**config.mk**
```make
export PLATFORM = sky130hd
export DESIGN_NAME = tdc_scan_controller_flat
export DESIGN_NICKNAME = d
export VERILOG_FILES = /design/src/rtl/tdc_pkg.sv /design/src/rtl/tdc_scan_controller_if.sv /design/src/rtl/tdc_ram_addr_gen.sv /design/src/rtl/tdc_scan_controller.sv /design/src/flat_wrapper.sv
export SDC_FILE = /design/constraint.sdc
export NUM_CORES = 1
export LEC_CHECK = 0
export CORE_ASPECT_RATIO = 1.1
export CORE_UTILIZATION = 57
export DETAILED_ROUTE_END_ITERATION = 16
export PLACE_DENSITY = 0.86
export SYNTH_ARGS = -nofsm -noshare
export SYNTH_HDL_FRONTEND = slang
export SYNTH_SLANG_ARGS = --single-unit
```
**constraint.sdc**
```tcl
create_clock -name clk -period 7.6 [get_ports clk]
set_input_delay 0.76 -clock clk [delete_from_list [all_inputs] [get_ports clk]]
set_output_delay 0.76 -clock clk [all_outputs]
set_load 0.01 [all_outputs]
```
**src/rtl/tdc_pkg.sv**
```systemverilog
// Shared types for the TDC scan controller: coarse-time width,
// scan FSM state encodings and a small counter helper.
package tdc_pkg;

    localparam int CT_W = 8;

    typedef logic [CT_W-1:0] ct_t;

    typedef enum logic [2:0] {
        S_IDLE,
        S_WAIT_READY,
        S_RUN,
        S_WAIT_ACCEPT,
        S_WAIT_FINISH,
        S_ADVANCE,
        S_DONE,
        S_ERROR
    } scan_state_e;

    // Highest counter index for a count where 0 encodes 256.
    function automatic ct_t last_idx(ct_t n);
        return n - ct_t'(1);
    endfunction

endpackage

```
**src/rtl/tdc_scan_controller_if.sv**
```systemverilog
// Sequencer handshake and RAM write port of the TDC scan controller.
interface tdc_scan_controller_if
    import tdc_pkg::*;
#(
    parameter int ADDR_W = 10
) ();

    logic              seq_ready;
    logic              seq_write;
    logic              seq_run;
    ct_t               seq_t_start;
    ct_t               seq_t_stop;
    logic [ADDR_W-1:0] ram_addr;
    logic              ram_we;

    modport master (
        input  seq_ready, seq_write,
        output seq_run, seq_t_start, seq_t_stop,
        output ram_addr, ram_we
    );

    modport slave (
        output seq_ready, seq_write,
        input  seq_run, seq_t_start, seq_t_stop,
        input  ram_addr, ram_we
    );

endinterface

```
**src/rtl/tdc_ram_addr_gen.sv**
```systemverilog
// Turns seq_write rising edges into single-cycle RAM writes and
// advances the address, saturating with an overflow flag at the top.
module tdc_ram_addr_gen #(
    parameter int ADDR_W = 10
) (
    input  logic              clk,
    input  logic              reset,
    input  logic              clear,
    input  logic              seq_write,
    output logic              ram_we,
    output logic [ADDR_W-1:0] ram_addr,
    output logic              overflow
);

    localparam logic [ADDR_W-1:0] ADDR_MAX = '1;

    logic write_q;
    logic rise;

    assign rise = seq_write & ~write_q;

    always_ff @(posedge clk) begin
        if (reset) begin
            write_q  <= 1'b0;
            ram_we   <= 1'b0;
            ram_addr <= '0;
            overflow <= 1'b0;
        end else begin
            write_q <= seq_write;
            if (clear) begin
                ram_we   <= 1'b0;
                ram_addr <= '0;
                overflow <= 1'b0;
            end else begin
                ram_we <= rise & ~overflow;
                // last slot is written, then the address parks there
                if (ram_we) begin
                    if (ram_addr == ADDR_MAX)
                        overflow <= 1'b1;
                    else
                        ram_addr <= ram_addr + 1'b1;
                end
            end
        end
    end

endmodule

```
**src/rtl/tdc_scan_controller.sv**
```systemverilog
// Steps a TDC sequencer through a grid of stop times with repeats,
// tracking RAM writes and flagging timeouts and overflow.
module tdc_scan_controller
    import tdc_pkg::*;
#(
    parameter int ADDR_W      = 10,
    parameter int TIMEOUT_CYC = 1023
) (
    input  logic clk,
    input  logic reset,
    input  logic scan_start,
    input  logic scan_abort,
    input  ct_t  t_start_base,
    input  ct_t  t_stop_first,
    input  ct_t  t_stop_step,
    input  ct_t  n_steps,
    input  ct_t  n_repeats,
    tdc_scan_controller_if.master bus,
    output logic busy,
    output logic done,
    output logic error,
    output logic overflow
);

    localparam int TW = $clog2(TIMEOUT_CYC + 1);

    scan_state_e   state_q, state_d;
    ct_t           t_start_q, t_stop_q, t_step_q;
    ct_t           n_steps_q, n_rep_q, step_q, rep_q;
    logic          abort_q;
    logic [TW-1:0] tmo_q;
    logic          latch, inc_rep, inc_step, tmo_inc, tmo_hit;

    assign tmo_hit = (tmo_q == TW'(TIMEOUT_CYC));

    always_ff @(posedge clk) begin
        if (reset) state_q <= S_IDLE;
        else       state_q <= state_d;
    end

    always_comb begin
        state_d  = state_q;
        latch    = 1'b0;
        inc_rep  = 1'b0;
        inc_step = 1'b0;
        tmo_inc  = 1'b0;
        unique case (state_q)
            S_IDLE, S_DONE, S_ERROR: begin
                if (scan_start) begin
                    state_d = S_WAIT_READY;
                    latch   = 1'b1;
                end
            end
            S_WAIT_READY: if (bus.seq_ready) state_d = S_RUN;
            S_RUN:        state_d = S_WAIT_ACCEPT;
            S_WAIT_ACCEPT: begin
                tmo_inc = 1'b1;
                if (!bus.seq_ready) state_d = S_WAIT_FINISH;
                else if (tmo_hit)   state_d = S_ERROR;
            end
            S_WAIT_FINISH: begin
                tmo_inc = 1'b1;
                if (bus.seq_ready) state_d = S_ADVANCE;
                else if (tmo_hit)  state_d = S_ERROR;
            end
            S_ADVANCE: begin
                if (abort_q || scan_abort || overflow) begin
                    state_d = S_DONE;
                end else if (rep_q < last_idx(n_rep_q)) begin
                    inc_rep = 1'b1;
                    state_d = S_WAIT_READY;
                end else if (step_q < last_idx(n_steps_q)) begin
                    inc_step = 1'b1;
                    state_d  = S_WAIT_READY;
                end else begin
                    state_d = S_DONE;
                end
            end
            default: state_d = S_IDLE;
        endcase
    end

    always_ff @(posedge clk) begin
        if (reset) begin
            t_start_q <= '0;
            t_stop_q  <= '0;
            t_step_q  <= '0;
            n_steps_q <= '0;
            n_rep_q   <= '0;
            step_q    <= '0;
            rep_q     <= '0;
            abort_q   <= 1'b0;
            tmo_q     <= '0;
        end else begin
            if (latch) begin
                t_start_q <= t_start_base;
                t_stop_q  <= t_stop_first;
                t_step_q  <= t_stop_step;
                n_steps_q <= n_steps;
                n_rep_q   <= n_repeats;
                step_q    <= '0;
                rep_q     <= '0;
                abort_q   <= 1'b0;
            end else if (state_q != S_IDLE && scan_abort) begin
                abort_q <= 1'b1;
            end
            if (inc_rep) rep_q <= rep_q + 1'b1;
            // running sum keeps stop = first + step*inc, wrapping mod 256
            if (inc_step) begin
                rep_q    <= '0;
                step_q   <= step_q + 1'b1;
                t_stop_q <= t_stop_q + t_step_q;
            end
            if (state_q == S_RUN)        tmo_q <= '0;
            else if (tmo_inc && !tmo_hit) tmo_q <= tmo_q + 1'b1;
        end
    end

    tdc_ram_addr_gen #(
        .ADDR_W (ADDR_W)
    ) u_addr_gen (
        .clk       (clk),
        .reset     (reset),
        .clear     (latch),
        .seq_write (bus.seq_write),
        .ram_we    (bus.ram_we),
        .ram_addr  (bus.ram_addr),
        .overflow  (overflow)
    );

    assign bus.seq_run     = (state_q == S_RUN);
    assign bus.seq_t_start = t_start_q;
    assign bus.seq_t_stop  = t_stop_q;

    assign busy  = !(state_q inside {S_IDLE, S_DONE, S_ERROR});
    assign done  = (state_q == S_DONE);
    assign error = (state_q == S_ERROR);

endmodule

```
**src/flat_wrapper.sv**
```systemverilog
// flat-port wrapper written by rule: the top's interface ports become plain ports
module tdc_scan_controller_flat import tdc_pkg::*;
#(
    parameter int ADDR_W      = 10,
    parameter int TIMEOUT_CYC = 1023
)
  (clk, reset, scan_start, scan_abort, t_start_base, t_stop_first, t_stop_step, n_steps, n_repeats, busy, done, error, overflow, bus_seq_ready, bus_seq_write, bus_seq_run, bus_seq_t_start, bus_seq_t_stop, bus_ram_addr, bus_ram_we);
  tdc_scan_controller_if #(.ADDR_W(ADDR_W)) bus_i ();
  input  logic clk;
  input  logic reset;
  input  logic scan_start;
  input  logic scan_abort;
  input  ct_t t_start_base;
  input  ct_t t_stop_first;
  input  ct_t t_stop_step;
  input  ct_t n_steps;
  input  ct_t n_repeats;
  output logic busy;
  output logic done;
  output logic error;
  output logic overflow;
  input wire logic [$bits(bus_i.seq_ready)-1:0] bus_seq_ready;
  input wire logic [$bits(bus_i.seq_write)-1:0] bus_seq_write;
  output wire logic [$bits(bus_i.seq_run)-1:0] bus_seq_run;
  output wire logic [$bits(bus_i.seq_t_start)-1:0] bus_seq_t_start;
  output wire logic [$bits(bus_i.seq_t_stop)-1:0] bus_seq_t_stop;
  output wire logic [$bits(bus_i.ram_addr)-1:0] bus_ram_addr;
  output wire logic [$bits(bus_i.ram_we)-1:0] bus_ram_we;
  assign bus_i.seq_ready = bus_seq_ready;
  assign bus_i.seq_write = bus_seq_write;
  assign bus_seq_run = bus_i.seq_run;
  assign bus_seq_t_start = bus_i.seq_t_start;
  assign bus_seq_t_stop = bus_i.seq_t_stop;
  assign bus_ram_addr = bus_i.ram_addr;
  assign bus_ram_we = bus_i.ram_we;
  tdc_scan_controller #(.ADDR_W(ADDR_W), .TIMEOUT_CYC(TIMEOUT_CYC)) u_core (.clk(clk), .reset(reset), .scan_start(scan_start), .scan_abort(scan_abort), .t_start_base(t_start_base), .t_stop_first(t_stop_first), .t_stop_step(t_stop_step), .n_steps(n_steps), .n_repeats(n_repeats), .bus(bus_i), .busy(busy), .done(done), .error(error), .overflow(overflow));
endmodule
```
== After elaboration in Yosys (flattened, before gate mapping) ==
Index checks and enable logic that the tools add are counted.
Word-level totals
  register bits: 83
  output and inout bits: 32
  input bits: 46
  word-level logic and storage cells: 82
Operators by class
  bitwise operators: 5
  reduce and logical (&&, ||, !) cells: 19
  $lt $le $gt $ge: 2
  eq/ne operators: 11
  multiplexer cells: 24
  add/subtract/negate cells: 7
Operators by type and width (number)
  two-way mux 8 bit: 5
  two-way mux 3 bit: 8
  adder 10 x 1 -> 10 bit (second input constant): 2
  equality test 10 bit (second input constant): 2
  case mux 3 bit (6 select lines): 1
  adder 8 x 1 -> 8 bit (second input constant): 2
  < comparator 8 bit: 2
  subtractor 8 x 1 -> 8 bit (second input constant): 2
  equality test 3 bit (second input constant): 4
  two-way mux 1 bit: 10
  adder 8 bit: 1
  OR reduction 2 bit: 4
  equality test 3 x 2 -> 1 bit (second input constant): 2
  AND reduction 2 bit: 3
  nonzero test 3 bit: 2
  inequality test 2 bit (second input constant): 2
  nonzero test 2 bit: 2
  equality test 3 x 1 -> 1 bit (second input constant): 1
  zero test 3 bit: 1
  NOT 1 bit: 3
  OR reduction 3 bit: 1
  AND 1 bit: 2
  logical AND 1 bit: 2
  zero test 1 bit: 2
  logical OR 1 bit: 2

== Logic depth before layout (Yosys ltp) ==
Gate-level depths: netlist of the first run.
  word-level depth: 7
  depth in mapped cells: 14
  depth with buffers taken out: 12

== By module ==
From an unflattened synthesis of the first run, not the netlist that was laid out.
Unflattened totals
  cells, all modules: 553
  area, all modules: 4485.6 um^2
By module, submodules not included
  tdc_scan_controller: area an instance 3877.5 um^2, instances 1, cells an instance 490, seq. area each 1401.3 um^2
  tdc_ram_addr_gen: area an instance 608.1 um^2, instances 1, cells an instance 63, seq. area each 260.2 um^2

== Worst setup path after synthesis of the first run ==
OpenSTA, ideal clock, no wires.
  path type: flip-flop to flip-flop
  from: register u_core.n_rep_q[0]
  to: register u_core.step_q[6]
  arrival: 2.464 ns
  buffers on the path: 1
  cell stages (with the launch flop): 14
  path slack: 5.066 ns
  setup time: 0.070 ns
  data required time: 7.530 ns
  clock period less this slack: 2.534 ns
  path through: dfxtp_1 > inv_1 > ha_1 > nand2_1 > nor3_1 > xnor2_1 > ha_1 > nand4_1 > and3_1 > o21ai_1 > buf_4 > nand3_2 > or4_1 > a21oi_1
Between the ends
  cells in the longest elaborated chain, start to end: 6
  elaborated cells between the ends (all ways): 7
  those cells by class: 1 x add/sub; 1 x order compare; 4 x mux; 1 x reduce/logical
Ends and longest elaborated chain
  from (decl): line tdc_scan_controller.sv:29  | ct_t n_steps_q, n_rep_q, step_q, rep_q;
  from (signal assigned): line tdc_scan_controller.sv:100  | n_rep_q <= n_repeats;
  subtractor 8 x 1 -> 8 bit (*): line tdc_pkg.sv:22  | return n - ct_t'(1);
  < comparator 8 bit (*): line tdc_scan_controller.sv:69  | end else if (rep_q < last_idx(n_rep_q)) begin
  two-way mux 1 bit (*): line tdc_scan_controller.sv:69
  two-way mux 1 bit (*): line tdc_scan_controller.sv:67  | if (abort_q || scan_abort || overflow) begin
  two-way mux 1 bit (*): line tdc_scan_controller.sv:47  | unique case (state_q)
  two-way mux 8 bit or nonzero test 2 bit (tied branches)
  to (signal assigned): line tdc_scan_controller.sv:111  | step_q <= step_q + 1'b1;
  to (decl): line tdc_scan_controller.sv:29
Every way passes the cells marked *; elsewhere a longest branch is shown, timed or not.
A chain may end at the register's enable or synchronous reset.

== Final worst setup path of the first run ==
Same ends and word-level chain as after synthesis.

==> results.md, run 1 <==
- Drt drc: 0
- Horiz. Die Dim: 85.6 µm
- Via count: 4061
- Via-per-instance ratio: 5.80
- ANT cells: 0
- Postcts setup bufs: 0
- Max FO, Critical Path: 18
- Asr flop ratio synth: 0
- R2r startpoint: u_core.n_rep_q[0]$_SDFFE_PP0P_
- Number of cells on the worst hold path: 1
- Iter 0 DRT Violations: 250
- IO buf count: 77
- Post-synthesis sequential area ratio: 0.379
- Leak pwr: 1.97 nW
- Fin area: 0.00538 mm²
- Crit path largest cell delay: 0.68 ns
- CTS clk-pin slew, worst paths: 0.08 ns
- First-pass GRT wire length: 16600 µm
- GRT overflow: 0
- Syn_area_per_cell: 8.04 µm²
- Hold crit path type: reg2reg
- Most used DFF post-synth: dfxtp_1
- Root Buffer: clkbuf_8
- Pin count of the biggest net entering global routing: 55
- Sink Count: 83
- Combinational share of power: 0.161
- Final Hold Viols: 0
- Slew HR: 0.341
- Die height: 94.0 µm
- Gate Count Post-Synth: 545
- Startpoint Class: register
- Routed WL per cell: 14.1 µm
- Start point of the worst hold path: u_core.u_addr_gen.write_q$_SDFF_PP0_
- Drt pass-1 iters: 4
- Initial core utilization: 0.590
- Reg power frac: 0.474
- Post-CTS sizing: 0
- Crit path cell chain: inv_1 -> ha_1 -> nand2_1 -> nor3_1 -> xnor2_1 -> ha_1 -> nand4_1 -> o21ai_1 -> nand3_2 -> or4_1 -> a21oi_1
- Worst Hold Endpoint: u_core.u_addr_gen.ram_we$_SDFF_PP0_
- Clock Tree Buf Depth: 2
- CP endpoint kind: register
- RSZ-0062 raised after global routing: no
- CP max stage cell: o21ai_1
- Worst-Margin Slew: 0.986 ns
- Placed insts: 684
- R2R cell count: 11
- Syn Nets: 619
- Full die area: 0.00804 mm²
- Post-DRT Antenna Nets: 0
- Synth Register Bits: 83
- Max Cap Viol: 0
- CTS H-Tree Depth: 3
- Post-synth EDFFs: 0
- Placer congestion estimate: 0.844
- Total GRT Usage: 0.257
- Max Clock Freq: 282 MHz
- Flop-to-flop setup slack: 4.06 ns
- Yosys synthesis warning count: 0
- Slew Limit Fails: 0
- TritonCTS clock tree: yes
- FF-to-FF End: u_core.step_q[6]$_SDFFE_PP0P_
- PD cells: 182 mW/mm²
- Post-CTS Hold Buffers: 0
- Layout Nets: 682
- Mapped Area: 0.00438 mm²
- Final HPWL DP: 6830 µm
- Largest registers: u_core.tmo_q x10, u_core.u_addr_gen.ram_addr x10
- Outcome: finished, final reports clean
- CP arrival: 3.82 ns
- Most Frequent Cell on Critical Path: ha_1
- Setup Skew: 0.00718 ns
- Period utilisation layout: 0.466
- Cell Area, Placed: 0.00515 mm²
- Period minus WS final: 3.54 ns
- Core Util, Final: 0.724
- # IOs: 78
- Net Sw Frac: 0.255
- Final Power: 0.981 mW
- Clock share of power: 0.365
- Setup TNS Final: 0 ns
- Worst vdd ir: 0.113 mV
- Synth cell types: 53
- CTS Buf Count: 9
- Setup-failing EPs final: 0
- Initial antenna violation count: 0
- Critical path data required time: 7.88 ns
- Net Switching: 0.250 mW
- Routed WL: 9890 µm
- P_int: 0.731 mW
- Share of cells above drive strength 1: 0.0489
- Latest clock arrival within the worst-skew pair: 0.36 ns
- Core Footprint: 0.00743 mm²
- Post-Layout Cell Count: 700
- Area Growth Syn to Fin: 22.7%
- Crit Path Class: reg2reg
- Rows: 33
- Vias in the first global route: 3860
[cell usage after synthesis (8+ instances only)]
library cell | count | area, µm²
nand2_1 | 97 | 364
dfxtp_1 | 83 | 1660
a21oi_1 | 64 | 320
nor2_1 | 39 | 146
ha_1 | 27 | 338
nand3_1 | 25 | 125
xnor2_1 | 23 | 201
nor3_1 | 21 | 105
o21ai_0 | 18 | 90.1
inv_1 | 14 | 52.6
clkbuf_1 | 13 | 48.8
xor2_1 | 11 | 96.3
buf_2 | 10 | 50.1
and3_1 | 9 | 56.3
or3_1 | 9 | 56.3
a211oi_1 | 8 | 60.1
[cells in the final DEF (no fill, tap or decap), types with 3 or more instances in the layout]
cell type	count
a211oi_1	8
a21oi_1	64
a31oi_1	5
and3_1	9
clkbuf_8	11
clkdlybuf4s50_1	76
dfxtp_1	83
ha_1	27
inv_1	14
mux2_2	4
nand2_1	97
nand2b_1	7
nand3_1	25
nand3b_1	7
nand4_1	4
nor2_1	39
nor2b_1	3
nor3_1	21
nor4_1	5
o21a_1	3
o21ai_0	18
or3_1	9
xnor2_1	23
xor2_1	11
[worst max path at each step]
stage                                   start                       endpoint  slack [ns]  cells past startpoint
2_1_floorplan  u_core.n_rep_q[0]$_SDFFE_PP0P_  u_core.step_q[6]$_SDFFE_PP0P_        5.07                     13
3_3_place_gp   u_core.n_rep_q[2]$_SDFFE_PP0P_  u_core.step_q[6]$_SDFFE_PP0P_        4.47                     10
3_5_place_dp   u_core.n_rep_q[2]$_SDFFE_PP0P_  u_core.step_q[6]$_SDFFE_PP0P_        4.20                     10
4_1_cts        u_core.n_rep_q[0]$_SDFFE_PP0P_  u_core.step_q[6]$_SDFFE_PP0P_        4.13                     11
5_1_grt        u_core.n_rep_q[2]$_SDFFE_PP0P_  u_core.step_q[6]$_SDFFE_PP0P_        3.85                     10
6_report       u_core.n_rep_q[0]$_SDFFE_PP0P_  u_core.step_q[6]$_SDFFE_PP0P_        4.06                     11
[layer usage]
layer	track usage	vias up	wire length (µm)
met5	0	-	0
met4	0.106	0	172
met3	0.0466	20	583
met2	0.460	136	4980
met1	0.303	1884	4160
li1	-	2021	-
[per-stage QoR]
stage                     setup WS, ns  hold WS (ns)
final                             4.06         0.413
after global routing              3.85         0.429
after CTS                         4.13         0.412
after detailed placement          4.20         0.400
after global placement            4.47         0.385
after floorplan                   5.07         0.376
[power groups by stage]
stage,Combinational [mW],Clock (mW),Sequential (mW)
2_1_floorplan,0.0984,0,0.474
3_3_place_gp,0.148,0,0.474
3_5_place_dp,0.156,0,0.475
4_1_cts,0.158,0.365,0.465
5_1_grt,0.175,0.377,0.467
6_report,0.158,0.359,0.465
[cell type report]
type	count	area (µm²)
multi-input combinational	422	2550
clock inverter	4	72.6
timing repair buffer	78	773
sequential	83	1660
tap	87	109
inverter	14	52.6
fill	567	2050
clock buffer	12	155
[cell families (layout without fill, tap and decap cells)]
| logic type | Yosys count | count (layout) | synth area share |
|---|---|---|---|
| flip-flops | 83 | 83 | 0.379 |
| adder cells (fa/ha/maj) | 28 | 28 | 0.0816 |
| AND/OR/NAND/NOR | 239 | 239 | 0.260 |
| XOR/XNOR | 34 | 34 | 0.0679 |
| multiplexers | 6 | 6 | 0.0148 |
| buffers and inverters | 40 | 108 | 0.0397 |
| AO/OA/AOI/OAI | 115 | 115 | 0.157 |
[critical path: cells and delay by family (launching register included)]
kind	cells	cell delay (ns)
AO/OA/AOI/OAI	2	0.83
XOR/XNOR	1	0.11
adder cells (fa/ha/maj)	2	0.52
buffers and inverters	1	0.09
flip-flops	1	0.33
AND/OR/NAND/NOR	5	1.58
(Power assumes the default switching activity.)
==> run 2: changes to the inputs <==
Settings changed: CORE_UTILIZATION 57 to 53, PLACE_DENSITY 0.86 to 0.8.
Clock period 7.6 ns to 3.4 ns, I/O delays scaled along.
==> run 2 against run 1 <==
Compared with the run above: via count grew 0.30%; cell area rose by 1.1%; clock skew is 0.00054 ns higher; register-to-register slack worse by 3.6 ns; combinational power up 120%; cell count up 3.4%; sequential share of layout area decreased by 0.35 points; critical path depth did not move; die area rose by 7.4%; setup slack lost 3.6 ns; sequential cell count did not move; global-route usage shrank 2.0 points.
==> results.md, run 2 (synthesis results as in run 1) <==
- Area Growth Syn to Fin: 24.1%
- Iter 0 DRT Violations: 100 (-60%)
- Rows: 34 (+3.0%)
- Setup TNS Final: 0 ns (unchanged)
- Crit Path Class: reg2reg
- # IOs: 78 (unchanged)
- CTS H-Tree Depth: 3 (unchanged)
- Worst vdd ir: 0.257 mV (+130%)
- Fill cells: 674 (+19%)
- CP max stage cell: and3_1
- Initial antenna violation count: 0 (unchanged)
- Final HPWL DP: 7000 µm (+2.6%)
- Slew HR: 0.323 (-0.0182)
- Most Frequent Cell on Critical Path: a21oi_1
- Placer congestion estimate: 0.804 (-4.7%)
- Start point of the worst hold path: u_core.u_addr_gen.write_q$_SDFF_PP0_
- Post-CTS sizing: 0 (unchanged)
- Hold crit path type: reg2reg
- Period minus WS final: 2.92 ns (-0.618 ns)
- Horiz. Die Dim: 88.7 µm (+3.6%)
- Crit path largest cell delay: 0.57 ns (-0.11 ns)
- IO buf count: 77 (unchanged)
- Via-per-instance ratio: 5.63 (-3.0%)
- Drt pass-1 iters: 4 (unchanged)
- Largest registers: u_core.tmo_q x10, u_core.u_addr_gen.ram_addr x10
- Worst-Margin Slew: 1.02 ns (+0.0294 ns)
- Most frequent cells in the layout: 97 x nand2_1, 83 x dfxtp_1, 76 x clkdlybuf4s50_1
- Critical path data required time: 3.66 ns (-4.22 ns)
- GRT overflow: 0 (unchanged)
- TritonCTS clock tree: yes
- R2r startpoint: u_core.n_steps_q[2]$_SDFFE_PP0P_
- Outcome: finished, final reports clean
- Worst Setup SP: u_core.n_steps_q[2]$_SDFFE_PP0P_
- Via count: 4073 (+0.30%)
- Latest clock arrival within the worst-skew pair: 0.36 ns (about the same)
- Total GRT Usage: 0.237 (-0.0200)
- Routed WL per cell: 13.6 µm (-3.7%)
- PD cells: 413 mW/mm² (+130%)
- Die height: 97.4 µm (+3.6%)
- Max FO, Critical Path: 14 (-4)
- Final Power: 2.25 mW (+130%)
- Sink Count: 83 (unchanged)
- CP endpoint kind: register
- Leak pwr: 2.00 nW (+1.2%)
- Root Buffer: clkbuf_8
- CTS Buf Count: 9 (unchanged)
- Max Cap Viol: 0 (unchanged)
- Period utilisation layout: 0.860 (+0.394)
- Pin count of the biggest net entering global routing: 55 (unchanged)
- Crit path cell chain: nor2_1 -> nand3_1 -> nor4_1 -> xnor2_1 -> ha_1 -> a21oi_1 -> o21ai_0 -> a21oi_1 -> and3_1 -> a41oi_1 -> a311oi_1
- CP arrival: 3.18 ns (-0.64 ns)
- Post-CTS Hold Buffers: 0 (unchanged)
- Slew Limit Fails: 0 (unchanged)
- Setup Skew: 0.00771 ns (+0.000536 ns)
- Full die area: 0.00864 mm² (+7.4%)
- CTS clk-pin slew, worst paths: 0.09 ns (about the same)
- Setup-failing EPs final: 0 (unchanged)
- ANT cells: 0 (unchanged)
- Final Hold Viols: 0 (unchanged)
- Vias in the first global route: 3917 (+1.5%)
- Postcts setup bufs: 0 (unchanged)
- Share of cells above drive strength 1: 0.0536 (+0.00463)
- Startpoint Class: register
- Most common cell after layout, fill and taps aside: nand2_1
- First-pass GRT wire length: 16500 µm (-1.0%)
- Layout Nets: 685 (+0.44%)
- Post-DRT Antenna Nets: 0 (unchanged)
- Clock Tree Buf Depth: 2 (unchanged)
- RSZ-0062 raised after global routing: no
- Drt drc: 0 (unchanged)
- Initial core utilization: 0.551 (-0.0388)
- Routed WL: 9860 µm (-0.37%)
- Max Clock Freq: 342 MHz (+21%)
- Core Footprint: 0.00796 mm² (+7.0%)
==> run 2: changes by cell type in the layout (fill, tap and decap cells not counted) <==
cell,delta
buf_4,+3
bufinv_16,+1
clkbuf_8,-2
clkinv_4,+1
clkinvlp_4,-1
inv_6,+1
==> run 2: path summary, 6_finish.rpt <==
kind	cells after the start	slack [ns]	end
worst max register to register	11	0.48	u_core.step_q[4]$_SDFFE_PP0P_
worst min register to register	1	0.40	u_core.u_addr_gen.ram_we$_SDFF_PP0_
worst max-delay path	11	0.48	u_core.step_q[4]$_SDFFE_PP0P_
worst min-delay path	1	0.40	u_core.u_addr_gen.ram_we$_SDFF_PP0_
==> run 2: critical path, delay by kind of cell (launching register included) <==
| kind | cells | cell delay [ns] |
|---|---|---|
| and+or+nand+nor | 4 | 1.08 |
| AOI/OAI and AO/OA | 5 | 0.96 |
| DFF | 1 | 0.35 |
| adders and majority gates | 1 | 0.26 |
| xor gates and xnor gates | 1 | 0.17 |
==> run 2: through the flow <==
| stage | setup slack [ns] | cell area (µm²) | cells | hold slack [ns] | util |
|---|---|---|---|---|---|
| 3_3_place_gp | 0.626 | 5200 | 708 | 0.383 | 0.654 |
| 3_5_place_dp | 0.467 | 5200 | 708 | 0.391 | 0.654 |
| 5_1_grt | 0.162 | 5440 | 724 | 0.420 | 0.684 |
| 6_report | 0.478 | 5440 | 724 | 0.402 | 0.684 |
| 4_1_cts | 0.446 | 5440 | 724 | 0.403 | 0.684 |
| 2_1_floorplan | 0.866 | 4380 | 545 | 0.376 | - |
==> run 2: metal layers <==
layer | track usage | part of all wire | routed length (µm)
met3 | 0.0459 | 0.046 | 454
met2 | 0.417 | 0.50 | 4920
met5 | 0 | 0 | 0
met4 | 0.103 | 0.021 | 211
met1 | 0.273 | 0.43 | 4270
==> run 2: final cells by class <==
type | count | area (µm²) | share of cell area
multi-input combinational | 422 | 2550 | 0.470
clock inverter | 6 | 113 | 0.0207
sequential | 83 | 1660 | 0.305
inverter | 14 | 52.6 | 0.00966
tap | 108 | 135 | 0.0248
clock buffer | 10 | 128 | 0.0235
timing repair buffer | 81 | 796 | 0.146
==> run 2: report_power, final <==
part	total, mW	internal, mW	switching, mW
clock	0.858	0.491	0.367
sequential	1.04	1.01	0.0320
combinational	0.350	0.175	0.175
